**config.mk**
```make
export PLATFORM = sky130hd
export DESIGN_NAME = pipeline_hazard_ctrl
export DESIGN_NICKNAME = d
export VERILOG_FILES = /design/src/rtl/pipeline_hazard_ctrl.sv
export SDC_FILE = /design/constraint.sdc
export NUM_CORES = 1
export LEC_CHECK = 0
export BUFFER_PORTS_ARGS = -buffer_cell sky130_fd_sc_hd__buf_2
export CAP_MARGIN = 20
export CORE_AREA = 3 3 64 66
export CTS_BUF_LIST = sky130_fd_sc_hd__clkbuf_4 sky130_fd_sc_hd__clkbuf_8 sky130_fd_sc_hd__clkbuf_16
export CTS_CLUSTER_DIAMETER = 200
export DETAILED_ROUTE_END_ITERATION = 8
export DIE_AREA = 0 0 67 69
export PLACE_DENSITY = 0.75
export SYNTH_ARGS = -nofsm -noshare
export SYNTH_HDL_FRONTEND = slang
export SYNTH_SLANG_ARGS = --single-unit
```
**constraint.sdc**
```tcl
create_clock -name clk -period 2.35 [get_ports clk]
set_clock_uncertainty 0.05 [all_clocks]
set_input_delay 0 -clock clk [delete_from_list [all_inputs] [get_ports clk]]
set_output_delay 0 -clock clk [all_outputs]
set_load 0.01 [all_outputs]
```
**src/rtl/pipeline_hazard_ctrl.sv**
```systemverilog
// rtl/pipeline_hazard_ctrl.sv - stall/flush sequencer for the 5-stage pipeline
module pipeline_hazard_ctrl #(
    parameter int REG_AW       = 3,
    parameter int FLUSH_CYCLES = 2,
    parameter int MC_TIMEOUT   = 32,
    parameter int CNT_W        = 16
) (
    input  logic              clk,
    input  logic              rst,
    input  logic              EX_memread,
    input  logic [REG_AW-1:0] EX_rt,
    input  logic [REG_AW-1:0] ID_rs,
    input  logic [REG_AW-1:0] ID_rt,
    input  logic              branch_taken,
    input  logic              mc_start,
    input  logic              mc_done,
    output logic              PCwrite,
    output logic              IF_IDwrite,
    output logic              IF_IDflush,
    output logic              ID_EXbubble,
    output logic              EX_hold,
    output logic              EX_MEMbubble,
    output logic              hazard,
    output logic              mc_error,
    output logic [CNT_W-1:0]  stall_cnt
);

    localparam int FW = $clog2(FLUSH_CYCLES + 1);
    localparam int TW = $clog2(MC_TIMEOUT + 1);

    typedef enum logic [1:0] {S_RUN, S_FLUSH, S_MC_BUSY} state_t;

    state_t           r_state;
    state_t           w_next_state;
    logic [FW-1:0]    r_flush_cnt;
    logic [FW-1:0]    w_flush_cnt_next;
    logic [TW-1:0]    r_to_cnt;
    logic [TW-1:0]    w_to_cnt_next;
    logic             r_mc_error;
    logic             w_set_error;
    logic [CNT_W-1:0] r_stall_cnt;
    logic             w_load_use;

    assign w_load_use = EX_memread & ((EX_rt == ID_rs) | (EX_rt == ID_rt));
    assign mc_error   = r_mc_error;
    assign stall_cnt  = r_stall_cnt;

    always_comb begin
        PCwrite          = 1'b1;
        IF_IDwrite       = 1'b1;
        IF_IDflush       = 1'b0;
        ID_EXbubble      = 1'b0;
        EX_hold          = 1'b0;
        EX_MEMbubble     = 1'b0;
        hazard           = 1'b0;
        w_next_state     = r_state;
        w_flush_cnt_next = r_flush_cnt;
        w_to_cnt_next    = r_to_cnt;
        w_set_error      = 1'b0;

        case (r_state)
            S_RUN: begin
                if (branch_taken) begin
                    IF_IDflush  = 1'b1;
                    ID_EXbubble = 1'b1;
                    if (FLUSH_CYCLES > 1) begin
                        w_next_state     = S_FLUSH;
                        w_flush_cnt_next = FW'(FLUSH_CYCLES - 1);
                    end
                end else if (mc_start) begin
                    EX_hold       = 1'b1;
                    EX_MEMbubble  = 1'b1;
                    PCwrite       = 1'b0;
                    IF_IDwrite    = 1'b0;
                    w_next_state  = S_MC_BUSY;
                    w_to_cnt_next = '0;
                end else if (w_load_use) begin
                    hazard      = 1'b1;
                    PCwrite     = 1'b0;
                    IF_IDwrite  = 1'b0;
                    ID_EXbubble = 1'b1;
                end
            end
            S_FLUSH: begin
                IF_IDflush  = 1'b1;
                ID_EXbubble = 1'b1;
                if (r_flush_cnt <= FW'(1)) begin
                    w_next_state = S_RUN;
                end else begin
                    w_flush_cnt_next = r_flush_cnt - FW'(1);
                end
            end
            S_MC_BUSY: begin
                // mc_done is checked first so a coincident timeout never flags an error
                if (mc_done) begin
                    w_next_state = S_RUN;
                end else if (r_to_cnt == TW'(MC_TIMEOUT - 1)) begin
                    w_next_state = S_RUN;
                    w_set_error  = 1'b1;
                end else begin
                    EX_hold       = 1'b1;
                    EX_MEMbubble  = 1'b1;
                    PCwrite       = 1'b0;
                    IF_IDwrite    = 1'b0;
                    w_to_cnt_next = r_to_cnt + TW'(1);
                end
            end
            default: w_next_state = S_RUN;
        endcase

        if (rst) begin
            PCwrite      = 1'b0;
            IF_IDwrite   = 1'b0;
            IF_IDflush   = 1'b1;
            ID_EXbubble  = 1'b1;
            EX_hold      = 1'b0;
            EX_MEMbubble = 1'b1;
            hazard       = 1'b0;
        end
    end

    always_ff @(posedge clk) begin
        if (rst) begin
            r_state     <= S_RUN;
            r_flush_cnt <= '0;
            r_to_cnt    <= '0;
            r_mc_error  <= 1'b0;
            r_stall_cnt <= '0;
        end else begin
            r_state     <= w_next_state;
            r_flush_cnt <= w_flush_cnt_next;
            r_to_cnt    <= w_to_cnt_next;
            if (w_set_error) begin
                r_mc_error <= 1'b1;
            end
            if (!PCwrite && (r_stall_cnt != {CNT_W{1'b1}})) begin
                r_stall_cnt <= r_stall_cnt + CNT_W'(1);
            end
        end
    end

endmodule

```
After elaboration in Yosys (flattened, before gate mapping)
Index checks and enable logic that the tools add are counted.
{"block": "totals", "ff_bits": 27, "in_bits": 15, "out_inout_bits": 24, "word_cells": 75}
{"block": "classes", "addsub": 3, "n_lt_le_gt_ge": 1, "eq_ne": 15, "mux": 41, "bitwise": 2, "reduce_logical": 8}
{"op": "2-to-1 mux 6 bit", "n": 4}
{"op": "2-to-1 mux 1 bit", "n": 23}
{"op": "adder 16 x 1 -> 16 bit (second input constant)", "n": 1}
{"op": "inequality test 16 bit (second input constant)", "n": 1}
{"op": "2-to-1 mux 2 bit", "n": 7}
{"op": "inequality test 2 bit (second input constant)", "n": 7}
{"op": "case mux 6 bit (2 select lines)", "n": 1}
{"op": "case mux 1 bit (2 select lines)", "n": 4}
{"op": "adder 6 x 1 -> 6 bit (second input constant)", "n": 1}
{"op": "equality test 3 bit", "n": 2}
{"op": "equality test 6 x 5 -> 1 bit (second input constant)", "n": 1}
{"op": "inequality test 3 bit (second input constant)", "n": 2}
{"op": "case mux 2 bit (3 select lines)", "n": 1}
{"op": "AND reduction 3 bit", "n": 2}
{"op": "AND reduction 5 bit", "n": 1}
{"op": "case mux 2 bit (2 select lines)", "n": 1}
{"op": "nonzero test 2 bit", "n": 2}
{"op": "equality test 2 x 1 -> 1 bit (second input constant)", "n": 1}
{"op": "equality test 2 bit (second input constant)", "n": 1}
{"op": "<= comparator 2 x 1 -> 1 bit (second input constant)", "n": 1}
{"op": "logical NOT 2 bit", "n": 1}
{"op": "subtractor 2 x 1 -> 2 bit (second input constant)", "n": 1}
{"op": "AND 1 bit", "n": 1}
{"op": "logical AND 1 bit", "n": 1}
{"op": "other kinds (2)", "n": 2}

Logic depth before layout (Yosys ltp)
Gate-level depths: netlist of run 1.
{"block": "logic_depth", "ltp_word": 10, "mapped_depth": 8, "mapped_depth_nobuf": 7}

Least setup slack after synthesis of run 1
OpenSTA, ideal clock, no wires.
{"block": "synth_path", "path_kind": "register to register", "startpoint": "register r_stall_cnt[5] (netlist: stall_cnt[5])", "endpoint": "register r_stall_cnt[11] (netlist: stall_cnt[11])", "setup_ps": 123, "arrival_time_ps": 1815, "t_required_ps": 2177, "path_slack_ps": 362, "path_stages_with_launch": 7, "path_buffers": 1, "period_less_slack_ps": 1988, "cell_sequence": "dfxtp_1 -> clkbuf_1 -> nand4_1 -> nor4_4 -> a21oi_2 -> nand4_1 -> mux2_1"}
{"block": "synth_between", "elab_chain_len": 2, "word_cells_on_any_way": 3, "classes_between": "add/sub: 1; eq/ne: 1; reduce/logical: 1"}
{"item": "start, declared", "line_no": "41", "text": "logic [CNT_W-1:0] r_stall_cnt;"}
{"item": "start signal, assigned", "line_no": "137", "text": "r_stall_cnt <= r_stall_cnt + CNT_W'(1);"}
{"item": "parallel branches: the longest is 2 deep, another holds adder 16 x 1 -> 16 bit"}
Parallel ways; which one is timed is not known.
A chain may end at the register's enable or synchronous reset.

Final worst setup path of run 1
{"block": "layout_path", "startpoint": "register r_to_cnt[0]", "endpoint": "register r_stall_cnt[11] (netlist: stall_cnt[11])"}
{"block": "layout_between", "elab_chain_len": 7}
{"item": "start, declared", "line_no": "37", "text": "logic [TW-1:0] r_to_cnt;"}
{"item": "start signal, assigned", "line_no": "132", "text": "r_to_cnt <= w_to_cnt_next;"}
{"item": "equality test 6 x 5 -> 1 bit", "line_no": "97", "text": "end else if (r_to_cnt == TW'(MC_TIMEOUT - 1)) begin"}
{"item": "2-to-1 mux 1 bit", "line_no": "97"}
{"item": "2-to-1 mux 1 bit", "line_no": "95", "text": "if (mc_done) begin"}
{"item": "case mux 1 bit (2 select lines)", "line_no": "61", "text": "case (r_state)"}
{"item": "2-to-1 mux 1 bit", "line_no": "111", "text": "if (rst) begin"}
{"item": "logical NOT 1 bit", "line_no": "136", "text": "if (!PCwrite && (r_stall_cnt != {CNT_W{1'b1}})) begin"}
{"item": "logical AND 1 bit", "line_no": "136"}
No other way between the ends.

==> results.ini, run 1 <==
[outcome]
outcome=finished, final reports clean

[setup_path]
crit_type=reg -> reg
end_kind=register
r2r_slack_ps=260
worst_setup_path_start_kind=register
rr_endpoint=stall_cnt[11]
worstPathCellList=ha_1 > nand2_1 > or3_1 > a21oi_2 > a21oi_2 > nand4_1 > mux2_1
critical-path-top-delay-family=simple AND/OR/NAND/NOR gates
critPathMaxStageDelay_ps=380
cp_max_fo=6
crit_arrival_ps=2200
rr_startpoint=r_to_cnt[0]
crit_buf_inv=0
rr_worst_depth=7
critPathMostFrequentCell=a21oi_2
cp_data_required_time_ps=2450
crit_path_top_delay_cell=dfxtp_1

[power]
power.net_switching_w=0.000231
leakage_nw=0.785
p_comb_share_pct=16.7
p_clk_share_pct=29.6
powerDensity_nw_per_um2=479
ir_drop_v=0.000444
swShare_pct=25.7
internal_power_w=0.000668
seq_power_share_pct=53.7

[place]
placed_cell_area_sq_um=1830
routabilityCongestion=0.772
portBuffers=38
dp_cells=264
hpwl_mm=2.54

[detailed_routing]
dr.pass1.iters=4
drc=0
vias_per_cell=5.10
dr_total_vias=1368
drt-initial-drc-count=70
ant_nets=0
routed_wl_mm=3.28
wl_per_cell_microns=12.2

[synthesis]
synth_common_cells=29 x nor2_1, 27 x dfxtp_1, 9 x a21oi_1, 9 x inv_1, 9 x xor2_1
synthCells=178
synth.ff_latch_count=27
synth_top_area_share_pct=34.4
synthArstFlopShare_pct=0
yosysSeqAreaShare_pct=34.4
synth_cell_type_count=43
yosysMostFrequentCell=nor2_1
synth_area_leader_cell=dfxtp_1
synth_edf_count=0
synth_area_leaders=dfxtp_1 34%, nor2_1 6.9%, xor2_1 5.0%
syn_avg_cell_area_sq_um=8.81
synth_area_sq_um=1570
synthFlopType=dfxtp_1
synth_fp_nets=196
synth_warnings=0

[sta]
slew_headroom_pct=68.0
setup_tns_ps=0
hold_violations=0
setup_viol=0
max_freq_ghz=0.477
min_period_ps=2090
tightest_slew_ps=472
rsz0062_at_grt=false
min_period_over_period_pct=89.1
slew_viol_final=0

[global_routing]
track_usage_pct=14.6
grt_overflow_total=0
grt_first_pass_wirelength_mm=5.51
grt_pass1_vias=1258
grt_max_degree=32
antenna_found_initial=0

[hold_path]
hold_path_depth=3
hp-start=branch_taken
whs_endpoint=r_state[0]
min_path_type=in -> reg

[clock_tree]
clkLatencyLatePin_ps=260
cts_setup_buffers=0
cts_num_sinks=27
cts_made_buffers=3
cts-root-buf=clkbuf_8
cts_buffer_depth=2
cts_resized=0
path_clk_slew_ps=90
htreeDepth=1
cts_tree=yes
cts-hold-fix-buffers=0

[floorplanning]
core_sq_um=3630
ios=39
floorplan.initialDensity_pct=43.2
dieArea_sq_um=4620
die_w_microns=67
die_y_microns=69
placementRows=22

[cells_and_area]
drive_gt1_share_pct=30.5
fin_area_sq_um=1880
syn2layout_area_growth_pct=19.8
nFillCells=355
antenna_cells=0
nNetsFinal=239
fin_cells=268

[flow_run]
drv_cap=0

==> worst max-delay path by stage <==
stage	depth (start not counted)	endpoint	slack, ps	start
global placement	7	stall_cnt[7]	350	r_to_cnt[0]
global route	8	stall_cnt[15]	80	r_to_cnt[0]
floorplan	6	stall_cnt[11]	360	stall_cnt[5]
CTS	7	stall_cnt[11]	260	r_to_cnt[0]
detailed placement	7	stall_cnt[11]	280	r_to_cnt[0]
finish	7	stall_cnt[11]	260	r_to_cnt[0]
==> placed cells by master, fill, tap and decap left out, types with 2 or more instances in the layout <==
master	Yosys	final
mux2i_1	2	2
a211oi_1	4	4
inv_1	9	9
xnor2_1	5	5
nor2b_1	6	6
a31o_1	3	3
nor4_4	3	3
nand2b_1	4	4
a21bo_2	2	2
mux2_1	2	2
and2_1	2	2
nand3_1	7	7
nand3b_1	2	2
nor2_1	29	29
o21ai_0	3	3
or3_1	2	2
ha_1	3	3
buf_2	0	38
dfxtp_1	27	27
nor3_1	4	4
buf_4	2	7
a21oi_1	9	9
a21oi_2	3	3
xor2_1	9	9
mux2_4	2	2
nand2_1	8	8
nand4_1	7	7
clkbuf_8	0	3
==> registers in the layout, summed over array words and instances, names as in the netlist <==
register and cells:
r_to_cnt 6, r_state 2, mc_error 1, stall_cnt 16, r_flush_cnt 2
==> worst min-delay path, delay by kind of cell <==
family                 cells  cell delay [ps]
AO/OA/AOI/OAI              1               80
buffers and inverters      1              110
AND/OR/NAND/NOR            1               90
==> stage by stage <==
| stage | hold slack (ps) | total power (W) | util, % | setup slack (ps) |
|---|---|---|---|---|
| finish | 22.7 | 0.000899 | 51.7 | 256 |
| global route | 24.2 | 0.000948 | 51.7 | 75.6 |
| CTS | 13.9 | 0.000910 | 51.7 | 256 |
| detailed placement | 239 | 0.000644 | 50.4 | 284 |
| global placement | 234 | 0.000643 | 50.4 | 351 |
| floorplan | 4.10 | 0.000596 | - | 362 |
==> area by class of cell <==
type                    instances  area (sq um)  area share (%)
inverters                       9          33.8            1.80
clock buffers                   4          48.8            2.60
repair buffers                 45           243            12.9
well taps                      48          60.1            3.20
flip-flops and latches         27           541            28.8
multi-input cells             135           953            50.7
==> power by group through the flow <==
stage	Clock, W	Combinational (W)	Sequential [W]
final	0.000266	0.000150	0.000483
after floorplan	0	0.000102	0.000495
after CTS	0.000276	0.000151	0.000484
after detailed placement	0	0.000150	0.000494
after global routing	0.000294	0.000168	0.000486
after global placement	0	0.000149	0.000494
==> kinds of logic after synthesis <==
group,Yosys count,share of synthesized area [%]
AOI/OAI and AO/OA,32,16.6
xor gates and xnor gates,14,7.82
adders and majority gates,3,2.39
buffers and inverters,16,4.78
DFF,27,34.4
muxes,6,4.63
and+or+nand+nor,80,29.3
==> routing by layer <==
layer	up-vias	track usage [%]	part of all wire [%]
met5	-	0	0
met4	0	4.05	1.1
met1	629	20.0	50
li1	705	-	-
met2	30	23.0	46
met3	4	2.77	3.2
Power figures use the tool's default switching activity.
==> run 2: changes to the inputs <==
--- a/config.mk
+++ b/config.mk
@@ -13,6 +13,7 @@
 export DETAILED_ROUTE_END_ITERATION = 8
 export DIE_AREA = 0 0 67 69
 export PLACE_DENSITY = 0.75
+export RECOVER_POWER = 100
 export SYNTH_ARGS = -nofsm -noshare
 export SYNTH_HDL_FRONTEND = slang
 export SYNTH_SLANG_ARGS = --single-unit
==> run 2 against run 1 <==
Power is 1.1% lower. Setup slack worse by 63 ps. Combinational power is 7% lower. Global-route usage stayed put. Non-clock buffer count stayed put. Cell count stayed put. Critical path depth is 1 lower.
==> results.ini, run 2 (synthesis results as in run 1) <==
[floorplanning]
placementRows=22  ; unchanged
die_w_microns=67  ; unchanged
core_sq_um=3630  ; unchanged
die_y_microns=69  ; unchanged
dieArea_sq_um=4620  ; unchanged
floorplan.initialDensity_pct=43.2  ; unchanged
ios=39  ; unchanged

[sta]
setup_viol=0  ; unchanged
tightest_slew_ps=502  ; +29.8 ps
rsz0062_at_grt=false
min_period_over_period_pct=91.8  ; +2.7 points
slew_viol_final=0  ; unchanged
slew_headroom_pct=66.3  ; -1.7 points
hold_violations=0  ; unchanged
setup_ws_ps=192  ; -63.5 ps
setup_tns_ps=0  ; unchanged
min_period_ps=2160  ; +63.5 ps
max_freq_ghz=0.463  ; -2.9%

[global_routing]
antenna_found_initial=0  ; unchanged
track_usage_pct=14.6  ; unchanged
grt_first_pass_wirelength_mm=5.51  ; unchanged
grt_max_degree=32  ; unchanged
grt_pass1_vias=1258  ; unchanged
grt_overflow_total=0  ; unchanged

[setup_path]
critical-path-top-delay-family=simple AND/OR/NAND/NOR gates
rr_worst_depth=6  ; -1
rr_startpoint=r_state[0]
cp_data_required_time_ps=2460  ; about the same
crit_arrival_ps=2270  ; +70 ps
r2r_slack_ps=190  ; -60 ps
worstPathCellList=nand2b_4 > nor4_1 > a2bb2o_4 > a211oi_2 > nand2_1 > mux2_4
crit_buf_inv=0  ; unchanged
end_kind=register
crit_type=reg -> reg
path_depth=6  ; -1
crit_path_top_delay_cell=nor4_1
cp_max_fo=5  ; -1
cp-startpoint=r_state[0]
worst_setup_path_start_kind=register
rr_endpoint=stall_cnt[10]
worstSetupEndpoint=stall_cnt[10]
critPathMaxStageDelay_ps=460  ; +80 ps

[detailed_routing]
dr_total_vias=1360  ; -0.58%
routed_wl_mm=3.32  ; +1.4%
ant_nets=0  ; unchanged
wl_per_cell_microns=12.4  ; +1.4%
drc=0  ; unchanged
vias_per_cell=5.07  ; -0.58%
dr.pass1.iters=4  ; unchanged
drt-initial-drc-count=109  ; +56%

[cells_and_area]
syn2layout_area_growth_pct=15.5
nNetsFinal=239  ; unchanged
final_common_cell=nor2_1
largest_register_ffs=16  ; unchanged
nFillCells=375  ; +5.6%
drive_gt1_share_pct=18.6  ; -12 points
layout_common_cells=29 x nor2_1, 27 x dfxtp_1, 23 x clkbuf_1, 17 x buf_2, 10 x a21oi_1
antenna_cells=0  ; unchanged

[clock_tree]
cts_resized=0  ; unchanged
path_clk_slew_ps=90  ; about the same
cts_tree=yes
cts-root-buf=clkbuf_8
clkLatencyLatePin_ps=260  ; about the same
cts_made_buffers=3  ; unchanged
cts-hold-fix-buffers=0  ; unchanged
cts_buffer_depth=2  ; unchanged
cts_num_sinks=27  ; unchanged
htreeDepth=1  ; unchanged
cts_setup_buffers=0  ; unchanged

[hold_path]
min_path_type=in -> reg

[flow_run]
drv_cap=0  ; unchanged

[place]
pre_cts_ws_ps=284  ; unchanged
routabilityCongestion=0.772  ; unchanged
portBuffers=38  ; unchanged
hpwl_mm=2.54  ; unchanged

[power]
ir_drop_v=0.000445  ; +0.20%
leakage_nw=0.686  ; -13%
powerDensity_nw_per_um2=491  ; +2.6%

[outcome]
outcome=finished, final reports clean

-- run 2: worst register-to-register path: cells and delay by family (launching register included) --
kind / cells / cell delay, ps
and+or+nand+nor: 3 / 740
DFF: 1 / 330
AOI/OAI and AO/OA: 2 / 630
muxes: 1 / 300
-- run 2: per-layer routing --
metal	vias up	GRT usage, %	part of all wire (%)
met5	-	0	0
met4	0	4.05	0.81
met3	2	2.77	3.1
met2	26	23.0	46
met1	628	20.0	50
li1	704	-	-
-- run 2: cell type report --
class	instances	area [sq um]	share of cell area [%]
clock buffer	4	48.8	2.69
inverter	9	33.8	1.86
multi-input combinational	135	922	50.9
sequential	27	541	29.8
tap	48	60.1	3.31
timing repair buffer	45	206	11.4
-- run 2: where the power goes --
group	total, W	switching (W)	leakage [nW]	internal, W
combinational	0.000139	0.0000791	0.441	0.0000594
sequential	0.000484	0.0000141	0.219	0.000470
clock	0.000267	0.000135	0.0262	0.000133
-- run 2: worst min path at each step --
stage	slack, ps	from	to	depth (start not counted)
final	20	branch_taken	r_state[0]	3
after global routing	20	branch_taken	r_state[0]	3
after CTS	10	branch_taken	r_state[0]	3
after detailed placement	240	mc_start	hazard	3
after global placement	230	mc_start	hazard	3
after floorplan	4	mc_start	hazard	1
-- run 2: through the flow --
step | hold WS [ps] | instance area, sq um | total power [W] | utilization [%] | cells
2_1_floorplan | 4.10 | 1570 | 0.000596 | - | 178
3_5_place_dp | 239 | 1830 | 0.000644 | 50.4 | 264
4_1_cts | 13.9 | 1880 | 0.000910 | 51.7 | 268
5_1_grt | 24.4 | 1810 | 0.000937 | 49.9 | 268
3_3_place_gp | 234 | 1830 | 0.000643 | 50.4 | 264
6_report | 22.0 | 1810 | 0.000889 | 49.9 | 268
